`config.mk`:
```
export PLATFORM = sky130hd
export DESIGN_NAME = decode_stage
export DESIGN_NICKNAME = d
export VERILOG_FILES = /design/src/rtl/decode_stage.sv
export SDC_FILE = /design/constraint.sdc
export NUM_CORES = 1
export LEC_CHECK = 0
export CORE_ASPECT_RATIO = 0.6
export CORE_MARGIN = 5
export CORE_UTILIZATION = 55
export CTS_CLUSTER_SIZE = 28
export DETAILED_ROUTE_END_ITERATION = 10
export DONT_BUFFER_PORTS = 1
export MAX_ROUTING_LAYER = met4
export PLACE_DENSITY = 0.7
export SLEW_MARGIN = 20
export SYNTH_ARGS = -nofsm -noshare
export SYNTH_HDL_FRONTEND = slang
export SYNTH_SLANG_ARGS = --single-unit
```
`constraint.sdc`:
```
create_clock -name clk -period 3.15 [get_ports clk]
set_input_delay 0.4725 -clock clk [delete_from_list [all_inputs] [get_ports clk]]
set_output_delay 0.4725 -clock clk [all_outputs]
set_load 0.01 [all_outputs]
```
`src/rtl/decode_stage.sv`:
```
`default_nettype none
// ============================================================================
// Module   : decode_stage
// Brief    : Registered RV32I decode stage with RAW scoreboard, bubble
//            insertion, valid/ready backpressure and branch flush.
// Revision : 1.0 - initial release
// ============================================================================
module decode_stage #(
  parameter int XLEN       = 32,
  parameter int PEND_DEPTH = 3,
  parameter bit FWD_EN     = 1'b1
) (
  input  logic            clk,
  input  logic            reset,
  input  logic            in_valid,
  output logic            in_ready,
  input  logic [31:0]     in_instr,
  input  logic [XLEN-1:0] in_pc,
  input  logic            flush,
  input  logic            out_ready,
  output logic            out_valid,
  output logic [XLEN-1:0] out_pc,
  output logic [XLEN-1:0] out_imm,
  output logic [4:0]      out_rs1,
  output logic [4:0]      out_rs2,
  output logic [4:0]      out_rd,
  output logic [2:0]      out_func3,
  output logic            out_func7b,
  output logic [2:0]      out_aluop,
  output logic [1:0]      out_alusrc,
  output logic            out_memread,
  output logic            out_memwrite,
  output logic            out_memtoreg,
  output logic            out_regwrite,
  output logic            out_jmp,
  output logic            out_illegal,
  output logic            stall
);

  localparam logic [6:0] c_op_load   = 7'b0000011;
  localparam logic [6:0] c_op_store  = 7'b0100011;
  localparam logic [6:0] c_op_branch = 7'b1100011;
  localparam logic [6:0] c_op_reg    = 7'b0110011;
  localparam logic [6:0] c_op_imm    = 7'b0010011;
  localparam logic [6:0] c_op_lui    = 7'b0110111;
  localparam logic [6:0] c_op_auipc  = 7'b0010111;
  localparam logic [6:0] c_op_jal    = 7'b1101111;
  localparam logic [6:0] c_op_jalr   = 7'b1100111;

  logic [31:0]     w_imm_i, w_imm_s, w_imm_b, w_imm_u, w_imm_j, w_imm32;
  logic [XLEN-1:0] w_imm;
  logic [2:0]      w_aluop;
  logic [1:0]      w_alusrc;
  logic            w_use_rs1, w_use_rs2;
  logic            w_memread, w_memwrite, w_memtoreg, w_regwrite, w_jmp, w_illegal;
  logic [4:0]      w_rs1, w_rs2, w_rd;
  logic            w_hazard, w_accept, w_head_valid;

  logic [PEND_DEPTH-1:0] r_sb_valid;
  logic [PEND_DEPTH-1:0] r_sb_regwrite;
  logic [PEND_DEPTH-1:0] r_sb_load;
  logic [4:0]            r_sb_rd [PEND_DEPTH];
  logic [PEND_DEPTH-1:0] w_slot_hit;

  assign w_imm_i = {{20{in_instr[31]}}, in_instr[31:20]};
  assign w_imm_s = {{20{in_instr[31]}}, in_instr[31:25], in_instr[11:7]};
  assign w_imm_b = {{19{in_instr[31]}}, in_instr[31], in_instr[7], in_instr[30:25],
                    in_instr[11:8], 1'b0};
  assign w_imm_u = {in_instr[31:12], 12'b0};
  assign w_imm_j = {{11{in_instr[31]}}, in_instr[31], in_instr[19:12], in_instr[20],
                    in_instr[30:21], 1'b0};

  // Unknown opcodes (including any word with instr[1:0] != 2'b11) fall to default.
  always_comb begin
    w_aluop    = 3'b000;
    w_alusrc   = 2'b00;
    w_imm32    = 32'd0;
    w_use_rs1  = 1'b0;
    w_use_rs2  = 1'b0;
    w_memread  = 1'b0;
    w_memwrite = 1'b0;
    w_memtoreg = 1'b0;
    w_regwrite = 1'b0;
    w_jmp      = 1'b0;
    w_illegal  = 1'b0;
    case (in_instr[6:0])
      c_op_load: begin
        w_alusrc = 2'b01; w_imm32 = w_imm_i; w_use_rs1 = 1'b1;
        w_memread = 1'b1; w_memtoreg = 1'b1; w_regwrite = 1'b1;
      end
      c_op_store: begin
        w_alusrc = 2'b01; w_imm32 = w_imm_s; w_use_rs1 = 1'b1; w_use_rs2 = 1'b1;
        w_memwrite = 1'b1;
      end
      c_op_branch: begin
        w_aluop = 3'b001; w_imm32 = w_imm_b; w_use_rs1 = 1'b1; w_use_rs2 = 1'b1;
      end
      c_op_reg: begin
        w_aluop = 3'b010; w_use_rs1 = 1'b1; w_use_rs2 = 1'b1; w_regwrite = 1'b1;
      end
      c_op_imm: begin
        w_aluop = 3'b011; w_alusrc = 2'b01; w_imm32 = w_imm_i; w_use_rs1 = 1'b1;
        w_regwrite = 1'b1;
      end
      c_op_lui: begin
        w_aluop = 3'b100; w_alusrc = 2'b01; w_imm32 = w_imm_u; w_regwrite = 1'b1;
      end
      c_op_auipc: begin
        w_aluop = 3'b101; w_alusrc = 2'b10; w_imm32 = w_imm_u; w_regwrite = 1'b1;
      end
      c_op_jal: begin
        w_aluop = 3'b110; w_alusrc = 2'b10; w_imm32 = w_imm_j; w_regwrite = 1'b1;
        w_jmp = 1'b1;
      end
      c_op_jalr: begin
        w_aluop = 3'b111; w_alusrc = 2'b01; w_imm32 = w_imm_i; w_use_rs1 = 1'b1;
        w_regwrite = 1'b1; w_jmp = 1'b1;
      end
      default: w_illegal = 1'b1;
    endcase
  end

  generate
    if (XLEN > 32) begin : g_imm_sext
      assign w_imm = {{(XLEN-32){w_imm32[31]}}, w_imm32};
    end else begin : g_imm_direct
      assign w_imm = w_imm32[XLEN-1:0];
    end
  endgenerate

  assign w_rs1 = w_use_rs1 ? in_instr[19:15] : 5'd0;
  assign w_rs2 = w_use_rs2 ? in_instr[24:20] : 5'd0;
  assign w_rd  = w_regwrite ? in_instr[11:7] : 5'd0;

  // With forwarding only a load still sitting in slot 0 cannot be bypassed.
  generate
    for (genvar gi = 0; gi < PEND_DEPTH; gi++) begin : g_slot
      logic w_rd_hit;
      assign w_rd_hit = r_sb_valid[gi] && r_sb_regwrite[gi] &&
                        (((w_rs1 != 5'd0) && (w_rs1 == r_sb_rd[gi])) ||
                         ((w_rs2 != 5'd0) && (w_rs2 == r_sb_rd[gi])));
      assign w_slot_hit[gi] = w_rd_hit &&
                              (FWD_EN ? ((gi == 0) && r_sb_load[gi]) : 1'b1);
    end
  endgenerate

  assign w_hazard     = |w_slot_hit;
  assign stall        = in_valid && w_hazard;
  assign in_ready     = (!out_valid || out_ready) && !stall && !flush;
  assign w_accept     = in_valid && in_ready;
  // A flushed head entry moves downstream as invalid so it never hazards later.
  assign w_head_valid = r_sb_valid[0] && !flush;

  always_ff @(posedge clk or negedge reset) begin
    if (!reset) begin
      out_valid     <= 1'b0;
      out_pc        <= '0;
      out_imm       <= '0;
      out_rs1       <= 5'd0;
      out_rs2       <= 5'd0;
      out_rd        <= 5'd0;
      out_func3     <= 3'd0;
      out_func7b    <= 1'b0;
      out_aluop     <= 3'd0;
      out_alusrc    <= 2'd0;
      out_memread   <= 1'b0;
      out_memwrite  <= 1'b0;
      out_memtoreg  <= 1'b0;
      out_regwrite  <= 1'b0;
      out_jmp       <= 1'b0;
      out_illegal   <= 1'b0;
      r_sb_valid    <= '0;
      r_sb_regwrite <= '0;
      r_sb_load     <= '0;
      for (int i = 0; i < PEND_DEPTH; i++) begin
        r_sb_rd[i] <= 5'd0;
      end
    end else begin
      if (out_ready) begin
        for (int i = 1; i < PEND_DEPTH; i++) begin
          r_sb_valid[i]    <= (i == 1) ? w_head_valid : r_sb_valid[i-1];
          r_sb_regwrite[i] <= r_sb_regwrite[i-1];
          r_sb_load[i]     <= r_sb_load[i-1];
          r_sb_rd[i]       <= r_sb_rd[i-1];
        end
      end
      if (flush) begin
        out_valid     <= 1'b0;
        r_sb_valid[0] <= 1'b0;
      end else if (w_accept) begin
        out_valid        <= 1'b1;
        out_pc           <= in_pc;
        out_imm          <= w_imm;
        out_rs1          <= w_rs1;
        out_rs2          <= w_rs2;
        out_rd           <= w_rd;
        out_func3        <= in_instr[14:12];
        out_func7b       <= in_instr[30];
        out_aluop        <= w_aluop;
        out_alusrc       <= w_alusrc;
        out_memread      <= w_memread;
        out_memwrite     <= w_memwrite;
        out_memtoreg     <= w_memtoreg;
        out_regwrite     <= w_regwrite;
        out_jmp          <= w_jmp;
        out_illegal      <= w_illegal;
        r_sb_valid[0]    <= 1'b1;
        r_sb_regwrite[0] <= w_regwrite;
        r_sb_load[0]     <= w_memread;
        r_sb_rd[0]       <= w_rd;
      end else if (out_ready) begin
        out_valid     <= 1'b0;
        r_sb_valid[0] <= 1'b0;
      end
    end
  end

endmodule
`default_nettype wire

```
==> impl_metrics.env, run 1 <==
export IMPL_endpoint_kind="primary output"
export IMPL_start_kind="flop"
export IMPL_grt_pass1_vias=3163
export IMPL_status="finished clean"
export IMPL_pre_cts_ws_ns=0.196
export IMPL_coreArea_um2=7820
export IMPL_via_per_inst=6.54
export IMPL_slowest_delay_ns=0.55
export IMPL_fmax_mhz=333
export IMPL_fin_nets=440
export IMPL_path_cells="or4b_1, o221ai_2, nand4b_1, nand2_1, nor3_1"
export IMPL_grt_pass1_wl_um=18600
export IMPL_cts_root_buf="clkbuf_16"
export IMPL_insertion_delay_ns=0.34
export IMPL_worst_pin_slew_ns=0.930
export IMPL_fp_dieW_um=125
export IMPL_cp_required_ns=2.68
export IMPL_synth_avg_cell_area_um2=12.0
export IMPL_power_mw=2.84
export IMPL_synth_seq_cells=94
export IMPL_power_density_nw_per_um2=585
export IMPL_fillerInstances=641
export IMPL_fin_area_um2=4850
export IMPL_grt_ovfl_total=0
export IMPL_ys_warn_count=0
export IMPL_route_vias_total=3163
export IMPL_clk_pin_slew_ns=0.06
export IMPL_drt_iter0_markers=331
export IMPL_report_final_slew_viol_count=0
export IMPL_cap_violations=0
export IMPL_clockBufferDepth=2
export IMPL_drive_gt1_share_pct=24.2
export IMPL_hold_class="primary input to async pin"
export IMPL_dieArea_um2=9940
export IMPL_placementRows=25
export IMPL_clock_sinks=94
export IMPL_post_drt_wl_per_cell_um=24.1
export IMPL_ios=166
export IMPL_io_buffers=0
export IMPL_period_needed_ns=3.01
export IMPL_relSlewSlack_pct=37.8
export IMPL_cts_tree="yes"
export IMPL_grtUsageTotal_pct=25.0
export IMPL_htreeDepth=3
export IMPL_antenna_found_initial=0
export IMPL_num_antenna_cells=0
export IMPL_rsz0062_at_grt="false"
export IMPL_drc=0
export IMPL_die_height_um=79.2
export IMPL_ys_types=49
export IMPL_path_class="flop to primary output"
export IMPL_finalSetupViolCount=0
export IMPL_cts_made_buffers=9
export IMPL_synth_edf_count=0
export IMPL_dp_final_hpwl_um=8800
export IMPL_finClkSkew_ns=0.00517
export IMPL_initial_core_util_pct=56.2
export IMPL_cts_resized=0
export IMPL_synth_fp_nets=435
export IMPL_setup_tns_ns=0
export IMPL_synth_cells=366
export IMPL_synth_ff_type="dfrtp_1"
export IMPL_cp_slowest_cell="or4b_1"
export IMPL_drtPass1Iterations=6
export IMPL_cp_data_arrival_time_ns=2.53
export IMPL_ys_seq_area_share_pct=53.5
export IMPL_cp_max_fo=7
export IMPL_finalHoldViolations=0
export IMPL_ir_drop_v=0.000414
export IMPL_syn_area_um2=4390
export IMPL_leakage_nw=2.18
export IMPL_area_growth_pct=10.3
export IMPL_layout_setup_ws_ns=0.143
export IMPL_placed_cell_area_um2=4500
export IMPL_period_share_pct=95.5
export IMPL_synthArstFlopShare_pct=100
export IMPL_grt_max_degree=95
export IMPL_ant_nets=0
export IMPL_place_congestion=0.887
export IMPL_wl_um=11700
[report_power, final]
part	leakage, nW	internal (mW)	switching (mW)
Sequential	1.21	1.32	0.138
Combinational	0.806	0.130	0.118
Clock	0.159	0.683	0.448
[kinds of logic after synthesis]
family,count (synthesis),synth area share [%]
simple gates,117,14.5
flops,94,53.5
compound gates,72,13.2
mux,58,14.9
buf+inv,20,2.90
xor+xnor,5,0.997
[per-layer routing]
layer	part of all wire [%]	track usage (%)	wire, um
met1	43	34.5	5000
met2	43	33.9	5000
met3	13	11.1	1530
met4	1.2	6.06	142
met5	0	-	0
[critical path, delay by kind of cell, from the launching register on]
kind	cells	cell delay (ns)
flops	1	0.51
compound gates	1	0.28
simple gates	4	1.41
[final timing paths]
kind                       slack (ns)                         to             startpoint  cells past startpoint
min in group clk                 0.19  r_sb_valid[0]$_DFFE_PN0P_                  flush                      1
setup / recovery                 0.14                   in_ready  out_rd[3]$_DFFE_PN0P_                      5
hold reg to reg                  0.57      out_pc[2]$_DFFE_PN0P_  out_pc[2]$_DFFE_PN0P_                      1
max in group asynchronous        2.74      out_rd[2]$_DFFE_PN0P_                  reset                      1
setup reg to reg                 0.21     out_pc[18]$_DFFE_PN0P_  out_rd[3]$_DFFE_PN0P_                      6
hold / removal                   0.03     out_rs1[0]$_DFFE_PN0P_                  reset                      1
[synth_stat cells (7+ instances only)]
master,instances,area [um2]
o22a_1,8,70.1
nand2_1,36,135
a21oi_1,8,40.0
a22o_1,15,131
nor3_1,9,45.0
nor2_1,16,60.1
nand4_1,7,43.8
o2bb2ai_1,8,70.1
and2_1,13,81.3
a32o_1,8,80.1
mux2_2,54,608
dfrtp_1,94,2350
[metrics by stage]
step | std cells | hold slack [ns] | utilization [%]
after floorplan | 366 | 0.177 | -
after global placement | 467 | 0.179 | 57.6
after detailed placement | 467 | 0.179 | 57.6
after CTS | 484 | 0.0607 | 62.0
after global routing | 484 | 0.0549 | 62.0
final | 484 | 0.0295 | 62.0
[repair_timing]
action	in CTS	in global routing
setup buffers	0	0
endpoints found under the hold margin	94	0
hold buffers	1	0
[placed cells by master, fill, tap and decap left out, drive strengths merged, types with 3 or more instances in the layout]
cell / count
a211oi: 3
nand4: 7
mux2: 58
nor2b: 4
o21ai: 6
xor2: 3
a31oi: 4
nand2: 36
inv: 4
a22o: 15
nor3: 10
a32o: 8
and3: 5
or2: 3
nor2: 16
nand2b: 5
o2bb2ai: 8
nand3: 5
o22a: 8
a21oi: 10
and2: 13
clkbuf: 12
dfrtp: 94
buf: 11
[sequential cells by signal (all words and copies together) (netlist names), 2 cells and up]
name / flops
out_rd: 5
out_rs2: 5
out_imm: 32
out_func3: 3
out_pc: 32
out_rs1: 5
out_alusrc: 2
out_aluop: 3
[cell type report]
type / instances / area (um2) / area share, %
sequential: 94 / 2350 / 48.5
multi-input combinational: 252 / 1910 / 39.5
clock buffer: 12 / 267 / 5.50
tap: 108 / 135 / 2.79
timing repair buffer: 11 / 115 / 2.37
clock inverter: 4 / 52.6 / 1.08
inverter: 3 / 11.3 / 0.232
Power figures use the tool's default switching activity.
==> run 2: changes to the inputs <==
--- a/config.mk
+++ b/config.mk
@@ -5,14 +5,16 @@
 export SDC_FILE = /design/constraint.sdc
 export NUM_CORES = 1
 export LEC_CHECK = 0
+export CAP_MARGIN = 20
 export CORE_ASPECT_RATIO = 0.6
 export CORE_MARGIN = 5
-export CORE_UTILIZATION = 55
+export CORE_UTILIZATION = 61
 export CTS_CLUSTER_SIZE = 28
 export DETAILED_ROUTE_END_ITERATION = 10
 export DONT_BUFFER_PORTS = 1
 export MAX_ROUTING_LAYER = met4
-export PLACE_DENSITY = 0.7
+export PLACE_DENSITY = 0.77
+export SKIP_LAST_GASP = 1
 export SLEW_MARGIN = 20
 export SYNTH_ARGS = -nofsm -noshare
 export SYNTH_HDL_FRONTEND = slang
==> run 2 against run 1 <==
Effect of this change: via count down 1.4%; flip-flop and latch count unchanged; global-route usage up 1.8 points; largest cell class unchanged; sequential power about the same; register-to-register slack better by 0.07 ns; die area down 8.8%; non-clock buffer count up 7.
==> impl_metrics.env, run 2 (synthesis results as in run 1) <==
export IMPL_finClkSkew_ns=0.00752
export IMPL_clockBufferDepth=2
export IMPL_final_common_cell="dfrtp_1"
export IMPL_hold_slack_ns=0.0236
export IMPL_cp_max_fo=7
export IMPL_fmax_mhz=331
export IMPL_layout_cells_non_filler=474
export IMPL_clkPwrFrac_pct=38.9
export IMPL_area_growth_pct=11.1
export IMPL_multi_input_area_um2=1920
export IMPL_dieArea_um2=9060
export IMPL_placed_cell_area_um2=4520
export IMPL_placementRows=24
export IMPL_cts_root_buf="clkbuf_16"
export IMPL_period_share_pct=95.9
export IMPL_p_int_mw=2.08
export IMPL_htreeDepth=3
export IMPL_relSlewSlack_pct=45.8
export IMPL_antenna_found_initial=0
export IMPL_p_seq_share_pct=51.9
export IMPL_rsz0062_at_grt="false"
export IMPL_hold_class="primary input to async pin"
export IMPL_power_density_nw_per_um2=575
export IMPL_clk_pin_slew_ns=0.07
export IMPL_drive_gt1_share_pct=25.6
export IMPL_drt_iter0_markers=292
export IMPL_ant_nets=0
export IMPL_period_needed_ns=3.02
export IMPL_leakage_nw=2.20
export IMPL_io_buffers=0
export IMPL_postCtsSetupBuffers=0
export IMPL_comb_power_share_pct=9.2
export IMPL_ir_drop_v=0.000401
export IMPL_drc=0
export IMPL_dp_final_hpwl_um=8750
export IMPL_endpoint_kind="primary output"
export IMPL_via_per_inst=6.58
export IMPL_fillerInstances=550
export IMPL_finalHoldViolations=0
export IMPL_grtUsageTotal_pct=26.8
export IMPL_wl_um=11700
export IMPL_report_final_slew_viol_count=0
export IMPL_regArea_um2=2350
export IMPL_cts_tree="yes"
export IMPL_setup_tns_ns=0
export IMPL_switchingPower_mw=0.730
export IMPL_start_kind="flop"
export IMPL_fin_area_um2=4880
export IMPL_worst_pin_slew_ns=0.810
export IMPL_mostFrequentLayoutCells="dfrtp_1, mux2_2, nand2_1"
export IMPL_finalSetupViolCount=0
export IMPL_power_mw=2.81
export IMPL_clock_sinks=94
export IMPL_status="finished clean"
export IMPL_cap_violations=0
export IMPL_grt_pass1_vias=3143
export IMPL_grt_max_degree=95
export IMPL_num_antenna_cells=0
export IMPL_cts_made_buffers=9
export IMPL_post_place_cells=456
export IMPL_fp_dieW_um=120
export IMPL_cp_required_ns=2.68
export IMPL_power_share_switching_pct=26.0
export IMPL_path_class="flop to primary output"
export IMPL_insertion_delay_ns=0.34
export IMPL_grt_pass1_wl_um=17700
export IMPL_initial_core_util_pct=61.5
export IMPL_drtPass1Iterations=5
export IMPL_place_congestion=0.988
export IMPL_ios=166
export IMPL_die_height_um=75.7
export IMPL_post_drt_wl_per_cell_um=24.6
export IMPL_largestRegisters="out_imm x32, out_pc x32"
export IMPL_coreArea_um2=7150
export IMPL_grt_ovfl_total=0
export IMPL_route_vias_total=3119
export IMPL_cp_data_arrival_time_ns=2.55
export IMPL_fin_nets=447
[run 2: path summary, 6_finish.rpt]
path	from	to	slack, ns	cells after the start
min in group clk	flush	r_sb_valid[0]$_DFFE_PN0P_	0.19	1
max in group asynchronous	reset	out_imm[12]$_DFFE_PN0P_	2.74	1
worst max register to register	out_rd[3]$_DFFE_PN0P_	out_pc[5]$_DFFE_PN0P_	0.28	8
worst min register to register	out_imm[24]$_DFFE_PN0P_	out_imm[24]$_DFFE_PN0P_	0.57	1
worst max-delay path	out_rd[3]$_DFFE_PN0P_	in_ready	0.13	6
worst min-delay path	reset	out_rs1[3]$_DFFE_PN0P_	0.02	1
[run 2: critical path, stage by stage, from the launching register on]
cell and delay [ns]:
dfrtp_1 0.51, or4b_1 0.54, o221ai_2 0.22, buf_4 0.17
nand4b_1 0.28, nand2_1 0.20, nor3_2 0.28
[run 2: power groups by stage]
stage,Combinational [mW],Sequential [mW],Clock [mW]
after detailed placement,0.227,1.48,0
after global placement,0.217,1.48,0
after global routing,0.285,1.47,1.18
final,0.258,1.46,1.09
after CTS,0.255,1.46,1.11
after floorplan,0.197,1.45,0
[run 2: stage by stage]
stage	utilization [%]	setup WS, ns
finish	68.3	0.128
global route	68.3	0.0190
CTS	67.9	0.0843
detailed placement	63.3	0.0154
global placement	63.3	0.123
floorplan	-	0.735
[run 2: routing by layer]
metal | share of wire, % | wire length (um) | track usage, % | vias to the layer above
li1 | - | - | - | 1380
met5 | 0 | 0 | - | -
met3 | 13 | 1540 | 14.4 | 10
met4 | 0.81 | 95 | 6.60 | 0
met2 | 43 | 5010 | 37.7 | 184
met1 | 43 | 5040 | 34.1 | 1545
[run 2: area by class of cell]
type	count	area share, %
multi-input cells	252	39.3
inverters	3	0.231
flip-flops and latches	94	48.2
clock inverters	6	1.43
repair buffers	18	3.84
clock buffers	10	4.69
well taps	91	2.33
[run 2: timing repair]
action,in CTS,in global routing
hold buffers,1,0
gates resized for setup,0,1
setup endpoints to repair,0,1
hold endpoints to repair,94,0
==> run 3: changes to the inputs <==
--- a/config.mk
+++ b/config.mk
@@ -12,6 +12,7 @@
 export CTS_CLUSTER_SIZE = 28
 export DETAILED_ROUTE_END_ITERATION = 10
 export DONT_BUFFER_PORTS = 1
+export GPL_ROUTABILITY_DRIVEN = 0
 export MAX_ROUTING_LAYER = met4
 export PLACE_DENSITY = 0.77
 export SKIP_LAST_GASP = 1
==> run 3 against run 2 <==
Effect of this change: setup slack improved by 0.077 ns; critical path depth is 1 lower; sequential share of layout area up 0.79 points; first-iteration DRC count is 24% higher; die area unchanged; cell count down 1.3%.
==> impl_metrics.env, run 3 (synthesis results as in run 1) <==
export IMPL_post_place_cells=452
export IMPL_grtUsageTotal_pct=26.0
export IMPL_layout_setup_ws_ns=0.204
export IMPL_route_vias_total=3154
export IMPL_period_needed_ns=2.95
export IMPL_leakage_nw=2.16
export IMPL_pre_cts_ws_ns=0.212
export IMPL_relSlewSlack_pct=42.3
export IMPL_finalHoldViolations=0
export IMPL_ant_nets=0
export IMPL_path_class="flop to primary output"
export IMPL_start_kind="flop"
export IMPL_drive_gt1_share_pct=23.6
export IMPL_worst_pin_slew_ns=0.863
export IMPL_cp_data_arrival_time_ns=2.47
export IMPL_ios=166
export IMPL_cp_required_ns=2.68
export IMPL_placed_cell_area_um2=4490
export IMPL_largestRegisters="out_imm x32, out_pc x32"
export IMPL_grt_max_degree=95
export IMPL_status="finished clean"
export IMPL_finalSetupViolCount=0
export IMPL_grt_ovfl_total=0
export IMPL_antenna_found_initial=0
export IMPL_power_density_nw_per_um2=573
export IMPL_post_drt_wl_per_cell_um=24.3
export IMPL_placementRows=24
export IMPL_cts_made_buffers=9
export IMPL_io_buffers=0
export IMPL_coreArea_um2=7150
export IMPL_cts_tree="yes"
export IMPL_drt_iter0_markers=361
export IMPL_met1Wirelength_um=4840
export IMPL_cts_root_buf="clkbuf_16"
export IMPL_hold_class="primary input to async pin"
export IMPL_fin_area_um2=4800
export IMPL_cp_max_fo=7
export IMPL_topRoutingLayerUsed="met4"
export IMPL_postCtsSetupBuffers=0
export IMPL_initial_core_util_pct=61.5
export IMPL_htreeDepth=3
export IMPL_route_met2_wl_um=4820
export IMPL_rsz0062_at_grt="false"
export IMPL_grt_pass1_vias=2974
export IMPL_cap_violations=0
export IMPL_insertion_delay_ns=0.34
export IMPL_drtPass1Iterations=6
export IMPL_final_common_cell="dfrtp_1"
export IMPL_report_final_slew_viol_count=0
export IMPL_wl_um=11400
export IMPL_endpoint_kind="primary output"
export IMPL_fin_nets=442
export IMPL_clockBufferDepth=2
export IMPL_layout_cells_non_filler=468
export IMPL_dp_final_hpwl_um=8530
export IMPL_grt_pass1_wl_um=17100
export IMPL_clock_sinks=94
export IMPL_ir_drop_v=0.000449
export IMPL_area_growth_pct=9.34
export IMPL_mostFrequentLayoutCells="dfrtp_1, mux2_2, nand2_1"
export IMPL_fmax_mhz=340
export IMPL_clk_pin_slew_ns=0.06
export IMPL_dieArea_um2=9060
export IMPL_drc=0
export IMPL_routed_wl_met3_um=1610
export IMPL_fp_dieW_um=120
export IMPL_finClkSkew_ns=0.00582
export IMPL_utilization_pct=67.2
export IMPL_num_antenna_cells=0
export IMPL_period_share_pct=93.5
export IMPL_die_height_um=75.7
export IMPL_setup_tns_ns=0
export IMPL_via_per_inst=6.74
## run 3: path summary, 6_finish.rpt
| kind | slack, ns | startpoint | endpoint | depth (start not counted) |
|---|---|---|---|---|
| min reg2reg | 0.56 | out_pc[2]$_DFFE_PN0P_ | out_pc[2]$_DFFE_PN0P_ | 1 |
| max reg2reg | 0.21 | out_rd[3]$_DFFE_PN0P_ | out_pc[11]$_DFFE_PN0P_ | 6 |
| max in group asynchronous | 2.74 | reset | out_imm[18]$_DFFE_PN0P_ | 1 |
| min in group clk | 0.19 | flush | r_sb_valid[0]$_DFFE_PN0P_ | 1 |
| min | 0.03 | reset | r_sb_valid[0]$_DFFE_PN0P_ | 1 |
| max | 0.20 | out_rd[3]$_DFFE_PN0P_ | in_ready | 5 |
## run 3: cell type report
cell class	instances	area (um2)
sequential	94	2350
fill	546	2340
multi-input combinational	252	1910
clock buffer	12	236
timing repair buffer	13	130
tap	91	114
clock inverter	3	46.3
inverter	3	11.3
## run 3: critical path, cell delays in order, from the launching register on
cell	delay [ns]
dfrtp_1	0.51
or4b_1	0.53
o221ai_2	0.28
nand4b_1	0.29
nand2_1	0.17
nor3_1	0.35
## run 3: power breakdown
part / total, mW / switching (mW) / leakage, nW / internal (mW)
combinational: 0.248 / 0.117 / 0.816 / 0.130
sequential: 1.46 / 0.138 / 1.21 / 1.32
clock: 1.05 / 0.434 / 0.133 / 0.613
total: 2.75 / 0.689 / 2.16 / 2.06
## run 3: metrics by stage
| step | hold WS [ns] | power (mW) |
|---|---|---|
| floorplan | 0.177 | 1.65 |
| finish | 0.0346 | 2.75 |
| global route | 0.0722 | 2.87 |
| CTS | 0.0660 | 2.77 |
| global placement | 0.179 | 1.69 |
| detailed placement | 0.179 | 1.70 |
## run 3: metal layers
layer	GRT usage, %	vias to the layer above
li1	-	1362
met1	36.2	1573
met2	34.9	205
met3	11.9	14
met4	5.08	0
met5	-	-
## run 3: repair_timing
item,4_1_cts,5_1_grt
endpoints found under the hold margin,94,0
gates resized for setup,0,0
hold buffers,1,0
